--- config.mk ---
export PLATFORM = sky130hd
export DESIGN_NAME = alu_cmd_deserializer
export DESIGN_NICKNAME = d
export VERILOG_FILES = /design/src/rtl/alu_cmd_deserializer.sv
export SDC_FILE = /design/constraint.sdc
export NUM_CORES = 1
export LEC_CHECK = 0
export CORE_UTILIZATION = 59
export CTS_CLUSTER_SIZE = 8
export DETAILED_ROUTE_END_ITERATION = 8
export GPL_ROUTABILITY_DRIVEN = 0
export PLACE_DENSITY = 0.84
export SLEW_MARGIN = 20
export SYNTH_ARGS = -nofsm -noshare
export SYNTH_HDL_FRONTEND = slang
export SYNTH_SLANG_ARGS = --single-unit
--- constraint.sdc ---
create_clock -name CLK -period 3.4 [get_ports CLK]
set_input_delay 0.68 -clock CLK [delete_from_list [all_inputs] [get_ports CLK]]
set_output_delay 0.68 -clock CLK [all_outputs]
set_load 0.01 [all_outputs]
--- src/rtl/alu_cmd_deserializer.sv ---
// alu_cmd_deserializer
//   Front end of the serial ALU. Deframes 11-bit byte frames from SIN
//   (START=0, TYPE, 8 data bits MSB first, STOP=1), assembles N_OPS operands
//   of DATA_W bits followed by a CTL byte {x, OP[2:0], CRC[3:0]}, checks CRC4
//   (x^4+x+1, init 0) and presents one command per valid/ready transaction.
//
// Ports
//   CLK        clock, SIN sampled on rising edge
//   RST        synchronous active-high reset, aborts any partial frame
//   SIN        serial input, idles high
//   CMD_VALID  output register holds a command
//   CMD_READY  core accepts the command when CMD_VALID && CMD_READY
//   CMD_OP     OP field of the CTL byte (0 for framing/data errors)
//   CMD_OPND   operands, op k at [k*DATA_W +: DATA_W]
//   CMD_ERR    {ERR_FRAME, ERR_CRC, ERR_DATA}, one-hot or zero
//   OVERRUN    1-cycle pulse: a completed command was dropped
//   BUSY       bit FSM is not idle
module alu_cmd_deserializer #(
  parameter int DATA_W = 32,
  parameter int N_OPS  = 2
) (
  input  logic                    CLK,
  input  logic                    RST,
  input  logic                    SIN,
  output logic                    CMD_VALID,
  input  logic                    CMD_READY,
  output logic [2:0]              CMD_OP,
  output logic [N_OPS*DATA_W-1:0] CMD_OPND,
  output logic [2:0]              CMD_ERR,
  output logic                    OVERRUN,
  output logic                    BUSY
);
  localparam int OPND_W = N_OPS * DATA_W;
  localparam int BPO    = DATA_W / 8;        // bytes per operand
  localparam int NB     = OPND_W / 8;        // DATA bytes per command
  localparam int CNT_W  = $clog2(NB + 1);

  typedef enum logic [1:0] {S_IDLE, S_TYPE, S_DATA, S_STOP} state_t;

  state_t              r_state, w_state_next;
  logic [2:0]          r_bit_cnt;
  logic                r_type;
  logic [7:0]          r_shift;
  logic [CNT_W-1:0]    r_byte_cnt;
  logic [3:0]          r_crc;
  logic [OPND_W-1:0]   r_asm, w_asm_next;

  logic                r_cmd_valid;
  logic [2:0]          r_cmd_op;
  logic [OPND_W-1:0]   r_cmd_opnd;
  logic [2:0]          r_cmd_err;
  logic                r_overrun;

  logic                w_stop, w_full, w_byte_ok, w_done;
  logic [3:0]          w_crc_final;
  logic [2:0]          w_err, w_op;

  // One serial step of the MSB-first CRC4 LFSR.
  function automatic logic [3:0] crc_bit(input logic [3:0] c, input logic b);
    logic fb;
    fb = c[3] ^ b;
    return {c[2], c[1], c[0] ^ fb, fb};
  endfunction

  always_ff @(posedge CLK) begin
    if (RST) r_state <= S_IDLE;
    else     r_state <= w_state_next;
  end

  always_comb begin
    w_state_next = r_state;
    case (r_state)
      S_IDLE:  if (!SIN) w_state_next = S_TYPE;
      S_TYPE:  w_state_next = S_DATA;
      S_DATA:  if (r_bit_cnt == 3'd0) w_state_next = S_STOP;
      S_STOP:  w_state_next = S_IDLE;
      default: w_state_next = S_IDLE;
    endcase
  end

  // Byte/command completion decode, evaluated while the STOP bit is on SIN.
  // Every STOP ends a command except a well-framed DATA byte that still fits.
  always_comb begin
    w_stop      = (r_state == S_STOP);
    w_full      = (r_byte_cnt == CNT_W'(NB));
    w_byte_ok   = w_stop && SIN && !r_type && !w_full;
    w_done      = w_stop && !w_byte_ok;
    // Final CRC step over {1'b1, OP}.
    w_crc_final = crc_bit(r_crc, 1'b1);
    for (int i = 6; i >= 4; i--) w_crc_final = crc_bit(w_crc_final, r_shift[i]);
    w_err = 3'b000;
    if (!SIN)                          w_err = 3'b100;
    else if (!(r_type && w_full))      w_err = 3'b001;
    else if (w_crc_final != r_shift[3:0]) w_err = 3'b010;
    w_op = (w_err[2] || w_err[0]) ? 3'd0 : r_shift[6:4];
  end

  // Byte slot gi lands in operand gi/BPO, most significant byte first.
  genvar gi;
  generate
    for (gi = 0; gi < NB; gi++) begin : g_byte
      localparam int OFS = (gi / BPO) * DATA_W + (BPO - 1 - (gi % BPO)) * 8;
      assign w_asm_next[OFS +: 8] =
        w_done ? 8'd0 :
        (w_byte_ok && r_byte_cnt == CNT_W'(gi)) ? r_shift : r_asm[OFS +: 8];
    end
  endgenerate

  always_ff @(posedge CLK) begin
    if (RST) begin
      r_bit_cnt   <= 3'd0;
      r_type      <= 1'b0;
      r_shift     <= 8'd0;
      r_byte_cnt  <= '0;
      r_crc       <= 4'd0;
      r_asm       <= '0;
      r_cmd_valid <= 1'b0;
      r_cmd_op    <= 3'd0;
      r_cmd_opnd  <= '0;
      r_cmd_err   <= 3'd0;
      r_overrun   <= 1'b0;
    end else begin
      r_overrun <= 1'b0;
      r_asm     <= w_asm_next;
      if (r_state == S_TYPE) begin
        r_type    <= SIN;
        r_bit_cnt <= 3'd7;
      end
      if (r_state == S_DATA) begin
        r_shift   <= {r_shift[6:0], SIN};
        r_bit_cnt <= r_bit_cnt - 3'd1;
        // A DATA byte may still turn out to be an error; the CRC is then
        // cleared at its STOP, so updating it unconditionally is safe.
        if (!r_type) r_crc <= crc_bit(r_crc, SIN);
      end
      if (w_byte_ok) r_byte_cnt <= r_byte_cnt + CNT_W'(1);
      if (w_done) begin
        r_byte_cnt <= '0;
        r_crc      <= 4'd0;
        // Load if the output register is empty or being emptied this cycle.
        if (!r_cmd_valid || CMD_READY) begin
          r_cmd_valid <= 1'b1;
          r_cmd_op    <= w_op;
          r_cmd_opnd  <= r_asm;
          r_cmd_err   <= w_err;
        end else begin
          r_overrun <= 1'b1;
        end
      end else if (r_cmd_valid && CMD_READY) begin
        r_cmd_valid <= 1'b0;
      end
    end
  end

  assign CMD_VALID = r_cmd_valid;
  assign CMD_OP    = r_cmd_op;
  assign CMD_OPND  = r_cmd_opnd;
  assign CMD_ERR   = r_cmd_err;
  assign OVERRUN   = r_overrun;
  assign BUSY      = (r_state != S_IDLE);
endmodule

Yosys cells after proc, flatten, opt, wreduce, memory -nomap -nowiden
Cells that the tools add are included.
{ "totals": {"elab_cells": 93, "in_bits": 4, "regBits": 158, "output_inout_bits": 73} }
{ "op_classes": {"muxes": 13, "addsub": 2, "n_reduce_logical": 32, "eq_ne": 15, "bitwise": 12} }
{ "ops": {"columns": ["op", "n"], "rows": [
  ["$eq 4x3->1 const B", 4],
  ["$logic_and 1x1->1", 14],
  ["$mux 3", 4],
  ["$xor 1x1->1", 9],
  ["$eq 4x2->1 const B", 2],
  ["$mux 2", 4],
  ["$pmux 2 s4", 1],
  ["$reduce_and 2->1", 4],
  ["$reduce_bool 2->1", 3],
  ["$add 4x1->4 const B", 1],
  ["$eq 2x2->1 const B", 2],
  ["$eq 4x1->1 const B", 1],
  ["$eq 4x4->1 const B", 1],
  ["$logic_not 1->1", 4],
  ["$logic_not 4->1", 1],
  ["$mux 1", 4],
  ["$ne 2x2->1 const B", 2],
  ["$ne 4x4->1", 1],
  ["$reduce_or 2->1", 2],
  ["$logic_not 3->1", 1],
  ["$not 1->1", 3],
  ["$sub 3x1->3 const B", 1],
  ["$eq 2x1->1 const B", 1],
  ["$logic_not 2->1", 1],
  ["2 further kinds", 3]
]} }

Depth between registers and ports, before layout
{ "logic_depth": {"ltp_word": 10, "ltp_mapped": 9, "depth_no_buf": 6} }

Least setup slack after synthesis
OpenSTA, ideal clock, no wires.
{ "synth_timing": {"path_type": "input-to-reg", "start": "in SIN", "end": "reg r_asm[10]", "path_stages": 7, "n_path_buf": 3, "slack_ps": 1600, "t_required_ps": 3272, "arrival_time_ps": 1673, "setup_ps": 128, "cell_sequence": "buf_2 and4bb_2 buf_4 nand3b_1 buf_4 mux2i_1 nor2_1"} }
{ "synth_via": {"elab_chain_cells": 6, "word_cells_on_any_way": 7, "classes_between": "7 x reduce/logical"} }
{ "synth_rtl": {"columns": ["element", "line_no", "source"], "rows": [
  ["start, declared", "24", "input logic SIN,"],
  ["$logic_and 1x1->1 (*) (3 in a row)", "86", "w_byte_ok = w_stop && SIN && !r_type && !w_full;"],
  ["$logic_not 1->1", "87", "w_done = w_stop && !w_byte_ok;"],
  ["$logic_and 1x1->1", "87", null],
  ["$reduce_or 2->1 (no source line)", null, null],
  ["end signal, assigned", "124", "r_asm <= w_asm_next;"],
  ["end, declared", "46", "logic [OPND_W-1:0] r_asm, w_asm_next;"]
]} }
Mark *: on every way between the ends. The rest lies on a longest branch, timed or not.
A chain may end at the register's enable or synchronous reset.

Final worst setup path
{ "layout_timing": {"start": "reg r_state[1]", "end": "out BUSY"} }
{ "layout_via": {"elab_chain_cells": 1} }
{ "layout_rtl": {"columns": ["element", "line_no", "source"], "rows": [
  ["start, declared", "40", "state_t r_state, w_state_next;"],
  ["start signal, assigned", "67", "else r_state <= w_state_next;"],
  ["$reduce_bool 2->1", "160", "assign BUSY = (r_state != S_IDLE);"],
  ["end, declared", "31", "output logic BUSY"]
]} }
No other way between the ends.

==> results.txt <==
By count the netlist is led by sky130_fd_sc_hd__dfxtp_1 (158), sky130_fd_sc_hd__nand2_1 (134), sky130_fd_sc_hd__nor2_1 (90), sky130_fd_sc_hd__mux2i_1 (78), sky130_fd_sc_hd__a21oi_1 (66). The total setup buffers inserted after CTS came out at 0. The commonest register cell after synthesis is sky130_fd_sc_hd__dfxtp_1. During placement, the flow inserted port buffers numbering 76.

The worst path in the final design needs a cycle of 2.46 ns, including I/O delays and setup. The cell area after synthesis came out at about 6000 um^2. The count of maximum capacitance violations came out at 0. The power share of the clock group is 0.467.

The number of vias after detailed routing came out at roughly 4500. The sequential cells in the finished layout cover a total of around 3200 um^2. Relative to the synthesized area, the layout overhead comes to 22.8%. The post-cts gate resize count came out at 0.

The clock tree from TritonCTS is built. The largest total area in the synthesized netlist belongs to sky130_fd_sc_hd__dfxtp_1. The worst hold path stage count is 2. After the last flow step, the layout net total stands at 717. The critical path required time came out at 2.72 ns. The multi-input combinational cell area is 2580 um^2. The element type at the critical path end is an output pin. The largest fanout on the critical path is 4. The number of nets still failing antenna checks after routing is 0. The number of CTS-inserted buffers is 17. Synthesis handed over a netlist of about 650 instances.

Setup repair after global routing left no endpoint under its margin. The first global-routing pass estimated 21400 um of wire. The fraction of layout instances using a drive strength above 1 is 0.0630. The final clock skew came out at 0.00771 ns. Across all register-to-register paths, the minimum setup slack is 1.15 ns. The DRC marker count from the first detailed-route iteration is 231. In this run the clock root is driven by a sky130_fd_sc_hd__clkbuf_8. The initial antenna violation count is 0. Setup violations remaining at the end of the flow were counted as 0. The depth of the CTS H-tree is 4.

The core area came out at 9820 um^2. The wire-length estimate of the detail-placed layout is 8120 um. The fraction of registers with async set/reset came out at 0. Sorting the synthesized cells by area gives the leading types as sky130_fd_sc_hd__dfxtp_1 (53%), sky130_fd_sc_hd__mux2i_1 (13%), sky130_fd_sc_hd__nand2_1 (8.4%). The number of hold buffers added after CTS came out at 0. The vertical die dimension came out at 103 um.

The depth of the worst register-to-register path came out at 7. The maximum number of pins on one net before global-route repair is 67. The count of inserted antenna diode cells came out at 0. The synthesized area per cell is 9.28 um^2.

The endpoint of the worst hold-timing path is CMD_OPND[5]. Measured against its own limit, the worst slew margin works out to 0.509. The arrival time at the worst endpoint came out at 1.78 ns. The share of total power dissipated in sequential elements is 0.445. The combinational cell fraction of total power came out at 0.087. sky130_fd_sc_hd__dfxtp_1 is the most common cell in the netlist. The leftover overflow at the end of global routing is 0. The share of Yosys cell area claimed by the top area cell type came out at 0.525.

For this run, the number of Yosys warnings is 0. The DRC violations left came out at 0. In this run the most critical hold path is launched from CMD_OPND[5]. The number of nets handed over by synthesis was 664.

On the final layout, the worst hold slack is 0.453 ns. The worst setup path is launched from a flop. The number of global-route vias before repair came out at 4436. Pin placement for this block handled 77 I/O pins. The critical register-to-register path endpoint is r_asm[17].

In this run, placement finished with an instance count of between 800 and 900. For this design the static power due to leakage is 3.05 nW. The starting density of the core is 0.613. The number of placement rows is 36. The tightest min-delay check is of the flop to flop type.

Synthesis inferred 158 register bits. Across every metal layer, demand over resource in global routing totals 0.266. The startpoint of the worst-slack reg-to-reg timing path is r_byte_cnt[1]. The clock transition at the register clock pins on the worst setup and hold paths after CTS is 0.06 ns. The number of distinct library cells after synthesis is 41. The switching part of the total power is 0.232. In the final routed layout, each cell accounts on average for between 15 and 20 um. The cell-internal power is 3.34 mW. The post-route clock period utilization came out at 0.723. For this run, the register share of the synthesized area comes to 0.525. The slew of the pin with the lowest slew margin is about 0.74 ns. The count of TritonRoute iterations in the first routing pass came out at 4.

Across the VDD grid, the largest voltage drop is 0.380 mV. The die extent in x is around 100 um. The run finished with clean final reports. The post-layout instance count excluding filler cells is between 800 and 900. The via density per instance is 5.37.

The clock tree buffer depth came out at 2. The final-layout fill cell count came out at 691. The final count of hold timing violations came out at 0.

The clock sink count came out at between 150 and 200. The clock insertion delay at the later pin of the skew report is 0.52 ns. Power spread over the standard cell area amounts to 588 nW/um^2.

In this run, synthesis inferred 0 flip-flops with an integrated enable. The highest attainable clock frequency came out at 407 MHz. The area of the die is around 11000 um^2. The worst setup path category is flop to output pin. The total wirelength of the detailed-routed design is 13200 um. The max-slew violation count is 0.

Summed over all failing endpoints, the final setup total negative slack is 0 ns. The net switching component of the power is 1.01 mW.
==> worst max-delay path by stage <==
stage                          start         to  slack (ns)  depth (start not counted)
after floorplan                  SIN  r_asm[10]        1.60                          7
after global placement           SIN  r_asm[22]        0.77                          5
after detailed placement         SIN  r_asm[22]        0.68                          5
after CTS                 r_state[0]       BUSY        0.93                          4
after global routing      r_state[0]       BUSY        0.87                          4
final                     r_state[1]       BUSY        0.94                          4
==> metrics by stage <==
step	setup WS [ns]	util	area, um^2	total power, mW
2_1_floorplan	1.60	-	6020	2.26
4_1_cts	0.929	0.753	7400	4.36
3_5_place_dp	0.680	0.689	6760	2.35
6_report	0.941	0.753	7400	4.35
5_1_grt	0.868	0.753	7400	4.48
3_3_place_gp	0.771	0.689	6760	2.33
==> logic make-up (layout without fill, tap and decap cells) <==
| kind of cell | Yosys count | count (layout) | share of synthesized area |
|---|---|---|---|
| XOR/XNOR | 10 | 10 | 0.0216 |
| AO/OA/AOI/OAI | 82 | 82 | 0.0773 |
| AND/OR/NAND/NOR | 252 | 252 | 0.176 |
| adder cells (fa/ha/maj) | 11 | 11 | 0.0228 |
| buffers and inverters | 58 | 123 | 0.0480 |
| flip-flops | 158 | 158 | 0.525 |
| multiplexers | 78 | 78 | 0.130 |
==> state kept, by name, summed over array words and instances, names as in the netlist <==
signal,flops
CMD_OP,3
OVERRUN,1
CMD_OPND,64
CMD_VALID,1
r_crc,4
r_shift,8
CMD_ERR,3
r_asm,64
r_type,1
r_bit_cnt,3
r_state,2
r_byte_cnt,4
==> power groups by stage <==
stage / registers [mW] / clock network, mW / logic [mW]
after floorplan: 1.96 / 0 / 0.306
after global placement: 1.97 / 0 / 0.354
after detailed placement: 1.98 / 0 / 0.375
after CTS: 1.94 / 2.04 / 0.381
after global routing: 1.94 / 2.12 / 0.422
final: 1.94 / 2.03 / 0.380
==> critical path, stage by stage, from the launching register on <==
cell                              delay, ns
sky130_fd_sc_hd__dfxtp_1               0.38
sky130_fd_sc_hd__inv_1                 0.11
sky130_fd_sc_hd__ha_1                  0.20
sky130_fd_sc_hd__inv_1                 0.05
sky130_fd_sc_hd__clkdlybuf4s50_1       0.52
==> layout make-up <==
class	instances	area share
clock buffer	21	0.0607
timing repair buffer	82	0.110
multi-input combinational	433	0.349
clock inverter	10	0.0250
sequential	158	0.428
inverter	10	0.00507
tap	133	0.0225
==> layout by cell type (no fill, tap or decap), types with 2 or more instances in the layout <==
| cell type | instances |
|---|---|
| sky130_fd_sc_hd__a22o_1 | 3 |
| sky130_fd_sc_hd__clkinv_2 | 2 |
| sky130_fd_sc_hd__xnor3_1 | 2 |
| sky130_fd_sc_hd__ha_1 | 11 |
| sky130_fd_sc_hd__clkbuf_16 | 16 |
| sky130_fd_sc_hd__nand3b_1 | 4 |
| sky130_fd_sc_hd__nor4b_1 | 2 |
| sky130_fd_sc_hd__nand2b_1 | 3 |
| sky130_fd_sc_hd__nor2_1 | 90 |
| sky130_fd_sc_hd__clkbuf_1 | 2 |
| sky130_fd_sc_hd__clkdlybuf4s50_1 | 75 |
| sky130_fd_sc_hd__nor3_1 | 2 |
| sky130_fd_sc_hd__inv_1 | 10 |
| sky130_fd_sc_hd__nand3_1 | 4 |
| sky130_fd_sc_hd__clkbuf_8 | 3 |
| sky130_fd_sc_hd__nand2_1 | 133 |
| sky130_fd_sc_hd__dfxtp_1 | 158 |
| sky130_fd_sc_hd__buf_4 | 5 |
| sky130_fd_sc_hd__nand3_2 | 4 |
| sky130_fd_sc_hd__a21oi_1 | 66 |
| sky130_fd_sc_hd__o21ai_0 | 2 |
| sky130_fd_sc_hd__and3b_1 | 2 |
| sky130_fd_sc_hd__bufinv_16 | 5 |
| sky130_fd_sc_hd__xnor2_1 | 6 |
| sky130_fd_sc_hd__a311oi_1 | 2 |
| sky130_fd_sc_hd__a211oi_1 | 2 |
| sky130_fd_sc_hd__mux2i_1 | 78 |
==> routing by layer <==
| layer | wire [um] | GRT usage | up-vias |
|---|---|---|---|
| met2 | 6730 | 0.457 | 115 |
| met1 | 5660 | 0.327 | 2165 |
| met3 | 560 | 0.0610 | 24 |
| met4 | 223 | 0.0975 | 0 |
| li1 | - | - | 2242 |
| met5 | 0 | 0 | - |
(Power assumes the default switching activity.)
